--- config.mk ---
export PLATFORM = sky130hd
export DESIGN_NAME = common_dffram_mwbnr
export DESIGN_NICKNAME = d
export VERILOG_FILES = /design/src/rtl/common_dffram_mwbnr.sv
export SDC_FILE = /design/constraint.sdc
export NUM_CORES = 1
export LEC_CHECK = 0
export BUFFER_PORTS_ARGS = -buffer_cell sky130_fd_sc_hd__buf_4
export CORE_MARGIN = 3
export CORE_UTILIZATION = 50
export CTS_BUF_LIST = sky130_fd_sc_hd__clkbuf_2 sky130_fd_sc_hd__clkbuf_4 sky130_fd_sc_hd__clkbuf_8
export DETAILED_ROUTE_END_ITERATION = 7
export PLACE_DENSITY = 0.68
export REMOVE_ABC_BUFFERS = 1
export SETUP_SLACK_MARGIN = 0.15
export SLEW_MARGIN = 10
export SYNTH_ARGS = -nofsm -noshare
export SYNTH_HDL_FRONTEND = slang
export SYNTH_SLANG_ARGS = --single-unit
--- constraint.sdc ---
create_clock -name clk -period 2.42 [get_ports clk]
set_input_delay 0.242 -clock clk [delete_from_list [all_inputs] [get_ports clk]]
set_output_delay 0.242 -clock clk [all_outputs]
set_load 0.01 [all_outputs]
--- src/rtl/common_dffram_mwbnr.sv ---
// rtl/common_dffram_mwbnr.sv - multi-write, multi-read flop RAM with per-bit enables and bulk clear
// Optional macro COMMON_DFFRAM_MWBNR_BYPASS_EN merges this cycle's accepted writes into reads.
module common_dffram_mwbnr #(
  parameter int                        RAM_DATA_WIDTH  = 8,
  parameter int                        RAM_ADDR_WIDTH  = 4,
  parameter int                        WR_PORTS        = 2,
  parameter int                        RD_PORTS        = 2,
  parameter logic [RAM_DATA_WIDTH-1:0] RAM_RESET_VALUE = '0
) (
  input  logic                               clk,
  input  logic                               reset,
  input  logic [WR_PORTS-1:0]                wr_en,
  input  logic [WR_PORTS*RAM_ADDR_WIDTH-1:0] wr_addr,
  input  logic [WR_PORTS*RAM_DATA_WIDTH-1:0] wr_be,
  input  logic [WR_PORTS*RAM_DATA_WIDTH-1:0] wr_data,
  output logic                               wr_ready,
  input  logic [RD_PORTS*RAM_ADDR_WIDTH-1:0] rd_addr,
  output logic [RD_PORTS*RAM_DATA_WIDTH-1:0] rd_data,
  input  logic                               clr_req,
  output logic                               clr_busy,
  output logic                               clr_done
);

  localparam int DW    = RAM_DATA_WIDTH;
  localparam int AW    = RAM_ADDR_WIDTH;
  localparam int DEPTH = 1 << AW;

  typedef enum logic [1:0] {IDLE, CLEAR, DONE} state_t;

  state_t                state_q, state_d;
  logic [AW-1:0]         cnt_q, cnt_d;
  logic [DW-1:0]         mem_q [DEPTH];
  logic [DW-1:0]         mem_d [DEPTH];
  logic [WR_PORTS-1:0]   wr_acc;

  // Ports are applied in ascending order so the highest-numbered writer owns each contested bit.
  function automatic logic [DW-1:0] merge_writes(
    input logic [DW-1:0]          base,
    input logic [AW-1:0]          addr,
    input logic [WR_PORTS-1:0]    en,
    input logic [WR_PORTS*AW-1:0] wa,
    input logic [WR_PORTS*DW-1:0] be,
    input logic [WR_PORTS*DW-1:0] wd
  );
    logic [DW-1:0] v;
    v = base;
    for (int p = 0; p < WR_PORTS; p++) begin
      if (en[p] && (wa[p*AW +: AW] == addr)) begin
        v = (v & ~be[p*DW +: DW]) | (wd[p*DW +: DW] & be[p*DW +: DW]);
      end
    end
    return v;
  endfunction

  assign clr_busy = (state_q == CLEAR);
  assign clr_done = (state_q == DONE);
  assign wr_ready = ~clr_busy;
  assign wr_acc   = wr_en & {WR_PORTS{wr_ready}};

  always_comb begin
    state_d = state_q;
    cnt_d   = cnt_q;
    case (state_q)
      IDLE: begin
        if (clr_req) begin
          state_d = CLEAR;
          cnt_d   = '0;
        end
      end
      CLEAR: begin
        cnt_d = cnt_q + 1'b1;
        if (&cnt_q) begin
          state_d = DONE;
          cnt_d   = '0;
        end
      end
      DONE:    state_d = IDLE;
      default: state_d = IDLE;
    endcase
  end

  always_comb begin
    for (int a = 0; a < DEPTH; a++) begin
      mem_d[a] = merge_writes(mem_q[a], AW'(a), wr_acc, wr_addr, wr_be, wr_data);
      if (clr_busy && (cnt_q == AW'(a))) begin
        mem_d[a] = RAM_RESET_VALUE;
      end
    end
  end

  always_ff @(posedge clk or negedge reset) begin
    if (!reset) begin
      state_q <= IDLE;
      cnt_q   <= '0;
      for (int a = 0; a < DEPTH; a++) begin
        mem_q[a] <= RAM_RESET_VALUE;
      end
    end else begin
      state_q <= state_d;
      cnt_q   <= cnt_d;
      for (int a = 0; a < DEPTH; a++) begin
        mem_q[a] <= mem_d[a];
      end
    end
  end

  for (genvar r = 0; r < RD_PORTS; r++) begin : g_rd
`ifdef COMMON_DFFRAM_MWBNR_BYPASS_EN
    assign rd_data[r*DW +: DW] = merge_writes(mem_q[rd_addr[r*AW +: AW]], rd_addr[r*AW +: AW],
                                              wr_acc, wr_addr, wr_be, wr_data);
`else
    assign rd_data[r*DW +: DW] = mem_q[rd_addr[r*AW +: AW]];
`endif
  end

endmodule

# Word level (Yosys, flattened, before mapping)
# Index checks and enable logic that the tools add are counted.
[word_totals]
register_bits = 134
[op_classes]
magnitude_cmp = 2
muxes = 60
addsub = 1
n_reduce_logical = 56
eq_ne = 49
bitwise_logic = 72
[op_table]
columns = ["cell", "n"]
rows = [
  ["$mux 8", 52],
  ["$and 8x8->8", 34],
  ["$or 8x8->8", 32],
  ["$eq 4x4->1 const B", 24],
  ["$bmux 8 s4", 2],
  ["$eq 4x3->1 const B", 12],
  ["$logic_and 1x1->1", 48],
  ["$eq 4x2->1 const B", 6],
  ["$not 8->8", 2],
  ["$eq 4x1->1 const B", 3],
  ["$logic_not 4->1", 3],
  ["$ge 5x5->1 const B", 2],
  ["$not 4->5", 2],
  ["$mux 4", 2],
  ["$pmux 4 s2", 1],
  ["$add 4x1->4 const B", 1],
  ["$mux 2", 2],
  ["$pmux 2 s2", 1],
  ["$reduce_and 2->1", 2],
  ["$reduce_and 4->1", 1],
  ["$and 2x2->2", 1],
  ["$eq 2x1->1 const B", 1],
  ["$eq 2x2->1 const B", 1],
  ["$logic_not 2->1", 1],
  ["4 further kinds", 4],
]

# Longest topological paths before layout
# Gate-level depths: netlist (run 1).
[logic_depth]
word_depth = 9
mapped_depth = 7

# Worst setup path after synthesis (run 1)
# Ideal clock, no wire load.
[synth_timing]
kind = "input to output"
from = "input rd_addr[4]"
to = "output rd_data[10]"
path_buffers = 2
setup_slack_ps = 607
arrival_time_ps = 1571
cell_stages = 5
path_cell_list = "clkbuf_1 > buf_2 > mux4_2 > a22oi_1 > nand2_1"
[synth_between]
elab_chain_cells = 4
[synth_lines]
columns = ["element", "line_no", "text"]
rows = [
  ["start: declaration", "17", "input logic [RD_PORTS*RAM_ADDR_WIDTH-1:0] rd_addr,"],
  ["$not 4->5 (implied by the code)", "112", "assign rd_data[r*DW +: DW] = mem_q[rd_addr[r*AW +: AW]];"],
  ["$bmux 8 s4", "112", ""],
  ["$mux 8 (implied by the code) (2 in a row)", "112", ""],
  ["end: declaration", "18", "output logic [RD_PORTS*RAM_DATA_WIDTH-1:0] rd_data,"],
]
# No other way between the ends. The select of a mux whose other input is x is not followed.

# Worst setup path after layout (run 1)
[layout_timing]
from = "register mem_q[78] (netlist bit)"
to = "output rd_data[14]"
[layout_between]
elab_chain_cells = 3
[layout_lines]
columns = ["element", "line_no", "text"]
rows = [
  ["start: declaration", "32", "logic [DW-1:0] mem_q [DEPTH];"],
  ["start signal: indexed assignment", "102", "mem_q[a] <= mem_d[a];"],
  ["$bmux 8 s4", "112", ""],
  ["$mux 8 (implied by the code) (2 in a row)", "112", ""],
]
# No other way between the ends. The select of a mux whose other input is x is not followed.

==> impl_metrics.ini, run 1 <==
[run_status]
status = finished clean

[place]
dpl.hpwl_um = 30560
gp_congestion = 1.017
port_buffers = 71

[route]
vias_per_cell = 7.516
drt_wl_total_um = 46460
firstDrtPassIters = 6
routedWlPerCell_um = 31.12
drc = 0
detail-route-antenna-nets = 0
vias = 11220
drt_iter0_drc = 1545

[grt]
grt_pass1_wl_um = 69050
track_usage_pct = 38.46
gr-usage-met3_pct = 16.61
use_met1_pct = 50.07
grt_max_degree = 57
busiest_layer = met2
grt_pass1_vias = 10720
grt_use_met2_pct = 52.97
antenna_found_initial = 0
overflow = 0

[logic_synthesis]
muxShareOfSynthArea_pct = 20.61
yosysMostFrequentCell = dfrtp_1
synth-simple-area-share_pct = 22.48
ys_warn_count = 0
ys_types = 65
synth_top_family_by_area = simple AND/OR/NAND/NOR gates
netlist_area_um2 = 11140
syn_avg_cell_area_um2 = 9.521
synth_area_leaders = dfrtp_1 (30%), mux4_2 (13%), mux2i_1 (7.4%)
synthXorXnorAreaFrac_pct = 0
synth_top_area_share_pct = 30.10
synth_compound_area_share_pct = 20.29
async_flop_share_pct = 100.0
syn_inst = 1170
synth_edf_count = 0
synthAdderAreaFrac_pct = 0.4493
yosysTopAreaCell = dfrtp_1
synth_seq_area_share_pct = 30.10
synthTopCellsByCount = dfrtp_1 (134), nand2_1 (123), mux2i_1 (82), nor4_1 (81), clkbuf_1 (69)
synthFlopType = dfrtp_1
ys_ff_latch = 134

[worst_setup_path]
critPathKind = flip-flop to output port
startpoint = mem_q[78]
critPathCaptureType = output port
arrival_ns = 1.85
regToRegStartpoint = state_q[0]
required_ns = 2.18
start_kind = flip-flop
critPathMaxFanout = 3

[floorplanning]
core-area_um2 = 21490
die_w_um = 155.3
ios = 72
die_area_um2 = 24110
die_y_um = 155.3
placementRows = 53
initial_utilization_pct = 51.85

[power]
seq_power_share_pct = 34.0
finalPower_uw = 10610
power.static_leakage_uw = 0.004657
peakVddDrop_uv = 946.7
clockPowerShare_pct = 22.5
p_per_area_nw_per_um2 = 841.0
pwr-share-comb_pct = 43.5
switching_power_uw = 4267
internal-power_uw = 6344
p_sw_share_pct = 40.21

[timing]
fin_crit_sh_pct = 86.40
finClkSkew_ns = 0.01098
setup_viol = 0
worstMarginPinSlew_ns = 0.8709
min_period_ns = 2.091
maxSlewViolCount = 0
hold_viol = 0
finalSetupTns_ns = 0
max_freq_mhz = 478.3
timing.hold.ws_ns = 0.01519
grt_setup_unrepaired = no
relSlewSlack_pct = 41.94

[run]
cap_violations = 0

[clocking]
cts_tree = built
cts.sinks = 134
htreeDepth = 4
clk_latency_ns = 0.47
cts_buffers = 17
cts_root_buffer = clkbuf_8
cts_buffer_depth = 2
cts_resized = 0
path_clk_slew_ns = 0.09

[final_layout]
fin_nets = 1261
area_growth_pct = 13.27
final_layout_size_suffix_gt1_share_pct = 25.80
nFillCells = 1881
final_core_util_pct = 58.72

[min_path]
worstHoldStart = wr_data[8]
worst_hold_path_type = primary input to flip-flop
## power by group through the flow
stage | registers (µW) | clock network, µW | logic [µW]
finish | 3610 | 2390 | 4610
global route | 3680 | 2480 | 4910
CTS | 3580 | 2390 | 4490
detailed placement | 3620 | 0 | 4470
global placement | 3580 | 0 | 4420
floorplan | 3330 | 0 | 2760
## metal layers
layer,share of wire [%],vias to the layer above,routed length [µm]
li1,-,4699,-
met1,36,5398,16660
met2,41,918,19210
met3,16,205,7379
met4,6.8,2,3158
met5,0.12,-,57
## layout make-up
type	count	area [µm²]	area share [%]
Inverter	10	42.54	0.3372
Sequential cell	134	3353	26.58
Timing Repair Buffer	154	1262	10.01
Clock inverter	12	221.5	1.755
Clock buffer	20	269.0	2.132
Tap cell	275	344.1	2.727
Multi-Input combinational cell	887	7122	56.45
Antenna cell	1	2.502	0.01983
## flip-flops by register name, summed over array words and instances, names as in the netlist
name     count
state_q      2
cnt_q        4
mem_q      128
## path summary, 6_finish.rpt
check,endpoint,cells after the start,slack [ns]
worst max-delay path,rd_data[14],4,0.33
worst min-delay path,mem_q[64],3,0.02
worst max register to register,mem_q[22],6,0.36
worst min register to register,state_q[0],1,0.58
max in group asynchronous,mem_q[88],3,1.30
min in group asynchronous,mem_q[103],2,0.31
## timing repair
| action | 4_1_cts | 5_1_grt |
|---|---|---|
| setup buffers | 0 | 0 |
| endpoints found under the hold margin | 52 | 0 |
| endpoints found under the setup margin | 0 | 0 |
| hold buffers | 1 | 0 |
## metrics by stage
step / std cells / instance area (µm²) / worst slack, ns
global placement: 1459 / 12110 / 0.4098
CTS: 1492 / 12610 / 0.3377
global route: 1492 / 12610 / 0.2076
finish: 1493 / 12620 / 0.3291
detailed placement: 1459 / 12110 / 0.3784
floorplan: 1031 / 10500 / -1.663
## cell families (layout without fill, tap and decap cells)
kind of cell	after synthesis	count (layout)
simple gates	429	429
buf+inv	149	196
fa+ha+maj	4	4
flops	134	134
mux	149	149
compound gates	305	305
other cells	0	1
## critical path, stage by stage (launching register included)
cell and delay [ns]:
dfrtp_1 0.42, mux4_2 0.51, a22oi_1 0.22, nand2_1 0.09
buf_4 0.15
## layout by cell type (no fill, tap or decap), types with 14 or more instances in the layout
| cell | instances |
|---|---|
| o41a_1 | 16 |
| nand4_1 | 14 |
| nor4_1 | 81 |
| a21oi_1 | 53 |
| mux4_2 | 64 |
| clkbuf_8 | 19 |
| nand2_1 | 122 |
| nor2_1 | 48 |
| a22oi_1 | 33 |
| a221oi_1 | 28 |
| o22ai_1 | 24 |
| a21o_1 | 21 |
| nand2b_1 | 22 |
| nor2b_1 | 18 |
| o21ai_0 | 28 |
| mux2i_1 | 82 |
| a211oi_1 | 43 |
| buf_4 | 144 |
| dfrtp_1 | 134 |
| nand3_1 | 18 |
| nor4_2 | 33 |
| nor3_1 | 19 |
Power figures use the tool's default switching activity.
==> run 2: changes to the inputs <==
- CELL_PAD_IN_SITES_DETAIL_PLACEMENT: unset -> 1
- CELL_PAD_IN_SITES_GLOBAL_PLACEMENT: unset -> 1
- PLACE_DENSITY: 0.68 -> unset
- PLACE_DENSITY_LB_ADDON: unset -> 0.1
==> run 2 against run 1 <==
Global-route usage up 4.3 points. Die area did not move. Critical path depth did not move. Worst setup slack worse by 0.093 ns. Largest cell class unchanged. Via count grew 5.6%.
==> impl_metrics.ini, run 2 (synthesis results as in run 1) <==
[worst_setup_path]
reg2reg_depth = 6
start_kind = flip-flop
regToRegStartpoint = cnt_q[0]
startpoint = mem_q[13]
timing.rr.end = mem_q[35]
critPathCaptureType = output port
arrival_ns = 1.94
critPathKind = flip-flop to output port
rrSetupSlack_ns = 0.28
critPathMaxFanout = 3
required_ns = 2.18

[clocking]
cts_tree = built
cts_root_buffer = clkbuf_8
cts.sinks = 134
cts_buffer_depth = 2
cts_buffers = 17
clk_latency_ns = 0.48
htreeDepth = 4
path_clk_slew_ns = 0.09
cts_resized = 0

[min_path]
worstHoldStart = wr_data[10]
worst_hold_path_type = primary input to flip-flop
min_to = mem_q[122]
holdPathStages = 3

[run]
cap_violations = 0

[floorplanning]
core-area_um2 = 21490
ios = 72
die_area_um2 = 24110
initial_utilization_pct = 51.85
die_w_um = 155.3
placementRows = 53
die_y_um = 155.3

[grt]
antenna_found_initial = 1
overflow = 0
grt_pass1_wl_um = 76470
grt_pass1_vias = 11470
grt_max_degree = 60
track_usage_pct = 42.76

[place]
dpl.hpwl_um = 35500
dp.cells = 1478
gp_congestion = 1.014
port_buffers = 71
post-place-ws_ns = 0.3327

[timing]
maxSlewViolCount = 0
worstMarginPinSlew_ns = 0.8774
fin_crit_sh_pct = 90.25
hold_viol = 0
relSlewSlack_pct = 41.50
setup_viol = 0
max_freq_mhz = 457.9
fin_ws_ns = 0.2361
grt_setup_unrepaired = no
min_period_ns = 2.184
finClkSkew_ns = 0.01248
timing.hold.ws_ns = 0.05080

[final_layout]
register_area_um2 = 3353
final_layout_size_suffix_gt1_share_pct = 26.88
nFillCells = 2382
regMostFlops = mem_q
top_regs = mem_q: 128 flops, cnt_q: 4 flops, state_q: 2 flops
area_growth_pct = 14.60
fin_nets = 1280
layout_common_cells = buf_4 (157), dfrtp_1 (134), nand2_1 (122), mux2i_1 (82), nor4_1 (81)
final_core_util_pct = 59.42
largest_register_ffs = 128
final_common_cell = buf_4
stdcell_count = 1512
multi_input_area_um2 = 7122

[run_status]
status = finished clean

[route]
drt_wl_total_um = 51680
vias = 11850
routedWlPerCell_um = 34.18
detail-route-antenna-nets = 0
drc = 0
firstDrtPassIters = 6
drt_iter0_drc = 1911
vias_per_cell = 7.836

[power]
power.static_leakage_uw = 0.004727
peakVddDrop_uv = 521.5
p_per_area_nw_per_um2 = 832.0
==> run 2: cell types whose count changed in the layout (fill, tap and decap cells not counted) <==
| cell | change |
|---|---|
| inv_6 | -1 |
| buf_4 | +13 |
| clkinv_2 | -2 |
| buf_12 | +6 |
| clkinvlp_4 | +5 |
| diode_2 | +1 |
| bufinv_16 | -3 |
==> run 2: metal layers <==
metal	wire length, µm	vias to the layer above	GRT usage [%]	share of wire (%)
li1	-	4717	-	-
met1	19840	5900	60.29	38
met2	22140	1029	61.79	43
met3	7076	198	11.88	14
met4	2559	4	18.80	5.0
met5	61	-	0	0.12
==> run 2: how the worst max path moves through the flow <==
stage	endpoint	slack (ns)	depth (start not counted)
final	rd_data[13]	0.24	4
after global routing	mem_q[6]	0.17	5
after CTS	rd_data[13]	0.27	4
after detailed placement	mem_q[40]	0.33	6
after global placement	mem_q[40]	0.36	6
after floorplan	mem_q[61]	-1.66	5
==> run 2: cell type report <==
| cell class | instances | share of cell area, % |
|---|---|---|
| Clock inverter | 11 | 1.176 |
| Antenna cell | 2 | 0.03920 |
| Timing Repair Buffer | 173 | 11.59 |
| Inverter | 10 | 0.3332 |
| Sequential cell | 134 | 26.27 |
| Tap cell | 275 | 2.695 |
| Multi-Input combinational cell | 887 | 55.79 |
| Clock buffer | 20 | 2.107 |
==> run 2: power breakdown <==
group,switching [µW],internal [µW],total [µW]
combinational,2800,2080,4880
sequential,688,2930,3620
clock,1030,1080,2120
total,4520,6100,10600
==> run 2: stage by stage <==
| step | TNS [ns] | area (µm²) | power [µW] |
|---|---|---|---|
| floorplan | -158.80 | 10500 | 6095 |
| global placement | 0 | 12330 | 8166 |
| detailed placement | 0 | 12330 | 8342 |
| CTS | 0 | 12760 | 10430 |
| global route | 0 | 12760 | 11020 |
| finish | 0 | 12770 | 10620 |
==> run 2: what timing repair did <==
action,4_1_cts,5_1_grt
endpoints found under the hold margin,57,0
hold buffers,1,0
setup buffers,0,0
==> run 2: critical path: stages (launching register included) <==
cell     delay, ns
dfrtp_1       0.43
mux4_2        0.49
a22oi_1       0.24
nand2_1       0.14
buf_4         0.17
